File: config.mk
export PLATFORM = sky130hd
export DESIGN_NAME = rom_programmer
export DESIGN_NICKNAME = d
export VERILOG_FILES = /design/src/rtl/rom_programmer.sv
export SDC_FILE = /design/constraint.sdc
export NUM_CORES = 1
export LEC_CHECK = 0
export ABC_AREA = 1
export ABC_CLOCK_PERIOD_IN_PS = 1600
export BUFFER_PORTS_ARGS = -buffer_cell sky130_fd_sc_hd__buf_2
export CORE_ASPECT_RATIO = 2
export CORE_MARGIN = 2
export CORE_UTILIZATION = 45
export DETAILED_ROUTE_END_ITERATION = 7
export PLACE_DENSITY_LB_ADDON = 0.25
export SYNTH_ARGS = -nofsm -noshare
export SYNTH_HDL_FRONTEND = slang
export SYNTH_SLANG_ARGS = --single-unit
File: constraint.sdc
create_clock -name clk -period 1.6 [get_ports clk]
set_input_delay 0.24 -clock clk [delete_from_list [all_inputs] [get_ports clk]]
set_output_delay 0.24 -clock clk [all_outputs]
set_load 0.02 [all_outputs]
File: src/rtl/rom_programmer.sv
// ============================================================================
// Module   : rom_programmer
// Brief    : Fuse programmer for 556PT5/556PT4 bipolar PROMs. Burns one word
//            per start: timed per-bit pulses, read-back verify, bounded retry.
// Revision : 1.0 - initial release
// ============================================================================
`default_nettype none

module rom_programmer #(
  parameter int DATA_WIDTH    = 8,
  parameter int ADDRESS_WIDTH = 9,
  parameter int PULSE_CYCLES  = 16,
  parameter int SETTLE_CYCLES = 4,
  parameter int MAX_RETRIES   = 3
) (
  input  logic                     clk,
  input  logic                     reset_n,
  input  logic                     start,
  input  logic [ADDRESS_WIDTH-1:0] write_address,
  input  logic [DATA_WIDTH-1:0]    write_data,
  input  logic [DATA_WIDTH-1:0]    data_line_in,
  output logic [3:0]               operation,
  output logic [ADDRESS_WIDTH-1:0] address_line,
  output logic [DATA_WIDTH-1:0]    program_line,
  output logic                     busy,
  output logic                     done,
  output logic                     error,
  output logic [DATA_WIDTH-1:0]    failed_bits
);

  localparam logic [3:0] c_op_idle = 4'b1111;
  localparam logic [3:0] c_op_read = 4'b1100;
  localparam logic [3:0] c_op_prog = 4'b0100;

  localparam int TIMER_MAX = (PULSE_CYCLES > SETTLE_CYCLES) ? PULSE_CYCLES : SETTLE_CYCLES;
  localparam int TW        = $clog2(TIMER_MAX + 1);
  localparam int RW        = $clog2(MAX_RETRIES + 1);

  typedef enum logic [2:0] {
    S_IDLE    = 3'd0,
    S_SETUP   = 3'd1,
    S_CHECK   = 3'd2,
    S_PULSE   = 3'd3,
    S_RECOVER = 3'd4,
    S_VERIFY  = 3'd5,
    S_DONE    = 3'd6
  } state_t;

  state_t                r_state;
  logic [TW-1:0]         r_timer;
  logic [RW-1:0]         r_retry;
  logic [DATA_WIDTH-1:0] r_data;
  logic [DATA_WIDTH-1:0] r_readback;
  logic [DATA_WIDTH-1:0] r_target_bit;

  logic [DATA_WIDTH-1:0] w_overburn;
  logic [DATA_WIDTH-1:0] w_need;
  logic [DATA_WIDTH-1:0] w_pick;

  // Blown fuses cannot be cleared, so any 1 where the target wants 0 is fatal.
  assign w_overburn = r_readback & ~r_data;
  assign w_need     = r_data & ~r_readback;
  // Two's-complement trick isolates the lowest set bit, keeping the pulse one-hot.
  assign w_pick     = w_need & (~w_need + DATA_WIDTH'(1));

  always_ff @(posedge clk) begin
    if (reset_n) begin
      r_state      <= S_IDLE;
      r_timer      <= '0;
      r_retry      <= '0;
      r_data       <= '0;
      r_readback   <= '0;
      r_target_bit <= '0;
      operation    <= c_op_idle;
      address_line <= '0;
      program_line <= '0;
      busy         <= 1'b0;
      done         <= 1'b0;
      error        <= 1'b0;
      failed_bits  <= '0;
    end else begin
      case (r_state)
        S_IDLE: begin
          operation    <= c_op_idle;
          program_line <= '0;
          if (start) begin
            r_data       <= write_data;
            address_line <= write_address;
            error        <= 1'b0;
            failed_bits  <= '0;
            busy         <= 1'b1;
            operation    <= c_op_read;
            r_timer      <= TW'(SETTLE_CYCLES - 1);
            r_state      <= S_SETUP;
          end
        end

        S_SETUP: begin
          if (r_timer == '0) begin
            r_readback <= data_line_in;
            operation  <= c_op_idle;
            r_state    <= S_CHECK;
          end else begin
            r_timer <= r_timer - TW'(1);
          end
        end

        S_CHECK: begin
          if (|w_overburn) begin
            failed_bits <= w_overburn;
            error       <= 1'b1;
            done        <= 1'b1;
            busy        <= 1'b0;
            r_state     <= S_DONE;
          end else if (w_pick == '0) begin
            done    <= 1'b1;
            busy    <= 1'b0;
            r_state <= S_DONE;
          end else begin
            r_retry      <= '0;
            r_target_bit <= w_pick;
            program_line <= w_pick;
            operation    <= c_op_prog;
            r_timer      <= TW'(PULSE_CYCLES - 1);
            r_state      <= S_PULSE;
          end
        end

        S_PULSE: begin
          if (r_timer == '0) begin
            program_line <= '0;
            operation    <= c_op_read;
            r_timer      <= TW'(SETTLE_CYCLES - 1);
            r_state      <= S_RECOVER;
          end else begin
            r_timer <= r_timer - TW'(1);
          end
        end

        S_RECOVER: begin
          if (r_timer == '0) begin
            r_readback <= data_line_in;
            operation  <= c_op_idle;
            r_state    <= S_VERIFY;
          end else begin
            r_timer <= r_timer - TW'(1);
          end
        end

        S_VERIFY: begin
          if (|(r_readback & r_target_bit)) begin
            r_state <= S_CHECK;
          end else if (r_retry == RW'(MAX_RETRIES - 1)) begin
            failed_bits <= failed_bits | r_target_bit;
            error       <= 1'b1;
            done        <= 1'b1;
            busy        <= 1'b0;
            r_state     <= S_DONE;
          end else begin
            r_retry      <= r_retry + RW'(1);
            program_line <= r_target_bit;
            operation    <= c_op_prog;
            r_timer      <= TW'(PULSE_CYCLES - 1);
            r_state      <= S_PULSE;
          end
        end

        S_DONE: begin
          done      <= 1'b0;
          operation <= c_op_idle;
          r_state   <= S_IDLE;
        end

        default: r_state <= S_IDLE;
      endcase
    end
  end

endmodule

`default_nettype wire

Yosys cells after proc, flatten, opt, wreduce, memory -nomap -nowiden
Index checks and enable logic that the tools add are counted.

Add/sub/neg operators: 3. Eq/ne operators: 20. Mux-type cells: 55. Bitwise gates (word level): 10. Reduce and logical (&&, ||, !) cells: 23.

Operators with widths (count): two-way mux 8 bit (9); two-way mux 5 bit (7); AND 8 bit (4); case mux 8 bit (4 select lines) (1); case mux 5 bit (5 select lines) (1); two-way mux 3 bit (8); two-way mux 4 bit (6); inverter 8 bit (3); case mux 4 bit (6 select lines) (1); case mux 8 bit (3 select lines) (1); inequality test 2 bit (second input constant) (11); case mux 3 bit (6 select lines) (1); OR reduction 8 bit (2); AND reduction 5 bit (3); AND reduction 7 bit (2); two-way mux 1 bit (11); two-way mux 2 bit (5); == test 3 bit (second input constant) (3); case mux 1 bit (3 select lines) (3); adder 8 x 1 -> 8 bit (second input constant) (1); logical NOT 8 bit (1); OR 8 bit (1); AND reduction 4 bit (2); == test 3 x 2 -> 1 bit (second input constant) (2); 19 further kinds (22).

Register bits after elaboration: 66. Input bits: 28. Output and inout port bits: 32.

Depth between registers and ports, before layout
Depth in word-level cells: 9. Depth in mapped cells: 12.

Worst setup path after synthesis
OpenSTA, ideal clock, no wires.

Kind: register -> register. Start point: register r_timer[0]. End point: register program_line[3]. Library setup time: 64 ps. Data arrival time: 1421 ps. Data required time: 1536 ps. Slack: 116 ps. Stages on the path, launching flop included: 11. Buffers on the path: 0. Path through: dfxtp_1 inv_1 ha_1 nand3_1 nand2_1 nand2_1 nor2_8 nand4_4 nand2_1 inv_1 nor2_1.

Longest elaborated chain between the ends: 3.

Ends and longest elaborated chain: start: declaration (line 50) `logic [TW-1:0] r_timer;`; start signal: assignment (line 93) `r_timer <= TW'(SETTLE_CYCLES - 1);`; start signal: assignment (line 104) `r_timer <= r_timer - TW'(1);`; start signal: assignment (line 124) `r_timer <= TW'(PULSE_CYCLES - 1);`; logical NOT 5 bit (line 130) `if (r_timer == '0) begin`; inequality test 2 bit (no line); AND reduction 6 bit (no line); end signal: assignment (line 122) `program_line <= w_pick;`; end signal: assignment (line 161) `program_line <= r_target_bit;`; end: declaration (line 24) `output logic [DATA_WIDTH-1:0] program_line,`.

No other way between the ends. A chain may end at the register's enable or synchronous reset.

Worst setup path after layout
Start point: register r_state[0]. End point: register failed_bits[6].

Longest elaborated chain between the ends: 3. Elaborated cells on any way between the ends: 10. Those cells by class: eq/ne (6); mux (1); reduce/logical (3).

Ends and longest elaborated chain: start: declaration (line 49) `state_t r_state;`; start signal: assignment (line 68) `r_state <= S_IDLE;`; start signal: assignment (line 94) `r_state <= S_SETUP;`; start signal: assignment (line 102) `r_state <= S_CHECK;`; == test 3 x 2 -> 1 bit, or another cell as far along (line 82) `case (r_state)`; inequality test 2 bit (no line) / nonzero test 3 bit (equally long branches); AND reduction 5 bit (no line); end signal: assignment (line 110) `failed_bits <= w_overburn;`; end signal: assignment (line 154) `failed_bits <= failed_bits | r_target_bit;`; end: declaration (line 28) `output logic [DATA_WIDTH-1:0] failed_bits`.

Parallel ways exist; a longest one is shown, timed or not.

==> impl_metrics.csv <==
group,metric,value,unit
status,status,"finished, violations left",
status,violations,"negative setup slack",
power,clkPwrFrac,0.195,
critical_path,endpoint,"failed_bits[6]",
floorplan,rows,45,
place,portBuffers,58,
global_routing,first_global_vias,3431,
drt,vias,3699,
critical_path,crit_type,"register to register",
drt,route.detailed.drc,0,
sta,setup_ws,-0.00554,ns
cts,clk_transition_reported_paths,0.06,ns
place,hpwl,6640,um
sta,fmax,0.623,GHz
sta,clock_skew,0.00670,ns
drt,drt-total-wl,10200,um
critical_path,endpoint_kind,"register",
yosys,synth.most_common_cell,"nand2_1",
min_path,worstHoldPathType,"input pin to register",
cts,cts_sinks,64,
sta,finalCriticalPeriod,1.61,ns
global_routing,grt_overflow,0,
cells_and_area,multi_input_area,0.00196,mm^2
sta,min_period_over_period,1.00,
yosys,syn_area_per_cell,6.76,um^2
sta,slew_viol_final,0,
yosys,yosysUniqueCellTypes,36,
sta,holdWs,0.164,ns
global_routing,track_usage,0.244,
power,ir_worst_vdd,1.06,mV
power,sw_frac_of_total,0.436,
cts,clock_latency,0.34,ns
yosys,ys.flop_type,"dfxtp_1",
cts,numCtsBuffers,9,
drt,postRouteAntennaNets,0,
floorplan,start_util,0.460,
drt,routed_via_density,5.13,
yosys,ys_ff_latch,64,
cells_and_area,layout.nets,652,
power,power_frac_seq,0.233,
power,cellPowerDensity,2110,mW/mm^2
power,pwr-share-comb,0.572,
sta,finalHoldViolCount,0,
cells_and_area,final_area,0.00490,mm^2
yosys,synth_edf_count,0,
critical_path,required,1.87,ns
yosys,ys_async_sr_fraction,0,
critical_path,r2r_end,"failed_bits[6]",
cts,htree_levels,3,
flow_run,maxCapViolations,0,
yosys,ys_seq_area_frac,0.372,
critical_path,startpoint_type,"register",
critical_path,path_max_fanout,7,
floorplan,die-area,0.00842,mm^2
yosys,yosys_warnings,0,
yosys,synth_top_area_frac,0.372,
drt,post_drt_wl_per_cell,14.1,um
yosys,synthTopCellsByArea,"dfxtp_1 (37%), nand2_1 (13%), inv_1 (8.7%), a21oi_1 (6.8%), o21ai_0 (5.1%)",
critical_path,r2r_cells,10,
yosys,synth_area_leader_cell,"dfxtp_1",
floorplan,die_y,128,um
critical_path,critPathLaunch,"r_state[0]",
critical_path,reg2reg_from,"r_state[0]",
critical_path,cp.arrival,1.88,ns
place,gp_congestion,0.895,
cells_and_area,fillers,653,
sta,setup_viol,1,
floorplan,die_w,65.9,um
cts,clock_path_buffers,2,
drt,drt_first_iter_violations,267,
yosys,syn_inst,510,
global_routing,grt_max_degree,36,
cts,cts_root_buf,"clkbuf_16",
power,p_total,10.3,mW
cells_and_area,drive_above_1_share,0.397,
cts,cts_tree,"done",
yosys,ys_top_cells_by_count,"nand2_1 (120), inv_1 (80), dfxtp_1 (64), a21oi_1 (47), nor2_1 (46)",
floorplan,ioPinCount,60,
cells_and_area,seq_area,0.00131,mm^2
critical_path,reg2reg_slack,-0.006,ns
power,power.internal,5.83,mW
yosys,syn_area,0.00345,mm^2
global_routing,antenna_found_initial,0,
place,placedCellCount,687,
cells_and_area,fin_util,0.655,
power,p_switching,4.50,mW
power,p_leak,2.37,nW
place,place_area,0.00412,mm^2
cells_and_area,diodes,0,
global_routing,grt_pass1_wl,15700,um
cells_and_area,final_cells,721,
floorplan,coreArea,0.00749,mm^2
yosys,synth.net_count,540,
drt,dr.pass1.iters,5,
cells_and_area,syn_to_final_growth,42.2,%
sta,rsz0062_at_grt,"yes",
-- worst min path at each step --
stage	from	endpoint	slack, ns	depth (start not counted)
floorplan	data_line_in[7]	r_readback[7]	0.37	2
global placement	address_line[1]	address_line[1]	0.43	2
detailed placement	address_line[3]	address_line[3]	0.43	2
CTS	data_line_in[7]	r_readback[7]	0.12	3
global route	data_line_in[0]	r_readback[0]	0.18	3
finish	data_line_in[7]	r_readback[7]	0.16	3
-- sequential cells by signal, indices dropped and copies added, names as in the netlist --
register,count
r_state,3
address_line,9
failed_bits,8
r_timer,5
error,1
done,1
operation,2
r_readback,8
r_data,8
program_line,8
busy,1
r_target_bit,8
r_retry,2
-- cell families (layout without fill, tap and decap cells) --
kind of cell / Yosys count / after routing / synth area share
fa+ha+maj: 2 / 2 / 0.00726
flops: 64 / 64 / 0.372
simple gates: 232 / 232 / 0.322
buf+inv: 108 / 225 / 0.133
compound gates: 101 / 101 / 0.160
other cells: 1 / 1 / 0.00109
xor+xnor: 2 / 2 / 0.00508
-- cells in the final DEF (no fill, tap or decap), types with 4 or more instances in the layout --
cell        instances
inv_1              68
nand2_2            29
nand3_1            19
buf_4              53
buf_12              4
nand3_2            10
buf_2              58
nor2_2              7
o21ai_0            32
nor2_4              8
nand3_4             4
nand2_1            93
dfxtp_1            46
nand4_1            11
inv_2              13
clkbuf_16          10
dfxtp_2            16
a21oi_1            45
clkinvlp_4          4
nor2_1             38
buf_6               6
o22ai_1             7
-- power by group through the flow --
stage / Clock, mW / Sequential, mW / Combinational (mW)
floorplan: 0 / 2.51 / 3.10
global placement: 0 / 2.35 / 4.67
detailed placement: 0 / 2.36 / 4.71
CTS: 2.06 / 2.33 / 5.01
global route: 2.11 / 2.45 / 6.50
finish: 2.02 / 2.40 / 5.91
-- metal layers --
layer	vias up	GRT usage	routed length [um]
met5	-	0	0
met3	31	0.0465	421
li1	1848	-	-
met1	1711	0.300	4120
met4	0	0.158	460
met2	109	0.381	5160
-- critical path, cell delays in order, from the launching register on --
cell	delay, ns
dfxtp_2	0.33
buf_6	0.14
buf_12	0.12
nor2_8	0.11
nand2_8	0.09
nand2_4	0.08
inv_4	0.04
a21oi_4	0.23
buf_6	0.15
nand4_1	0.11
a21oi_2	0.14
-- cell type report --
type / count / area share
flip-flops and latches: 64 / 0.267
inverters: 86 / 0.0692
well taps: 94 / 0.0240
clock buffers: 10 / 0.0487
multi-input cells: 338 / 0.400
clock inverters: 6 / 0.0138
repair buffers: 122 / 0.176
repair inverters: 1 / 0.00153
-- stage by stage --
| step | TNS, ns | worst slack (ns) |
|---|---|---|
| 2_1_floorplan | 0 | 0.116 |
| 3_3_place_gp | -0.761 | -0.0845 |
| 3_5_place_dp | -0.873 | -0.0767 |
| 4_1_cts | -0.0734 | -0.0213 |
| 5_1_grt | -1.45 | -0.0958 |
| 6_report | -0.00554 | -0.00554 |
-- timing repair --
action                                  in CTS  in global routing
cloned                                       1                  2
pin swaps                                    4                 58
endpoints found under the setup margin      29                 59
hold endpoints to repair                     0                  0
setup buffers                                7                  8
hold buffers                                 0                  0
resized for setup                           11                101
Power figures use the tool's default switching activity.
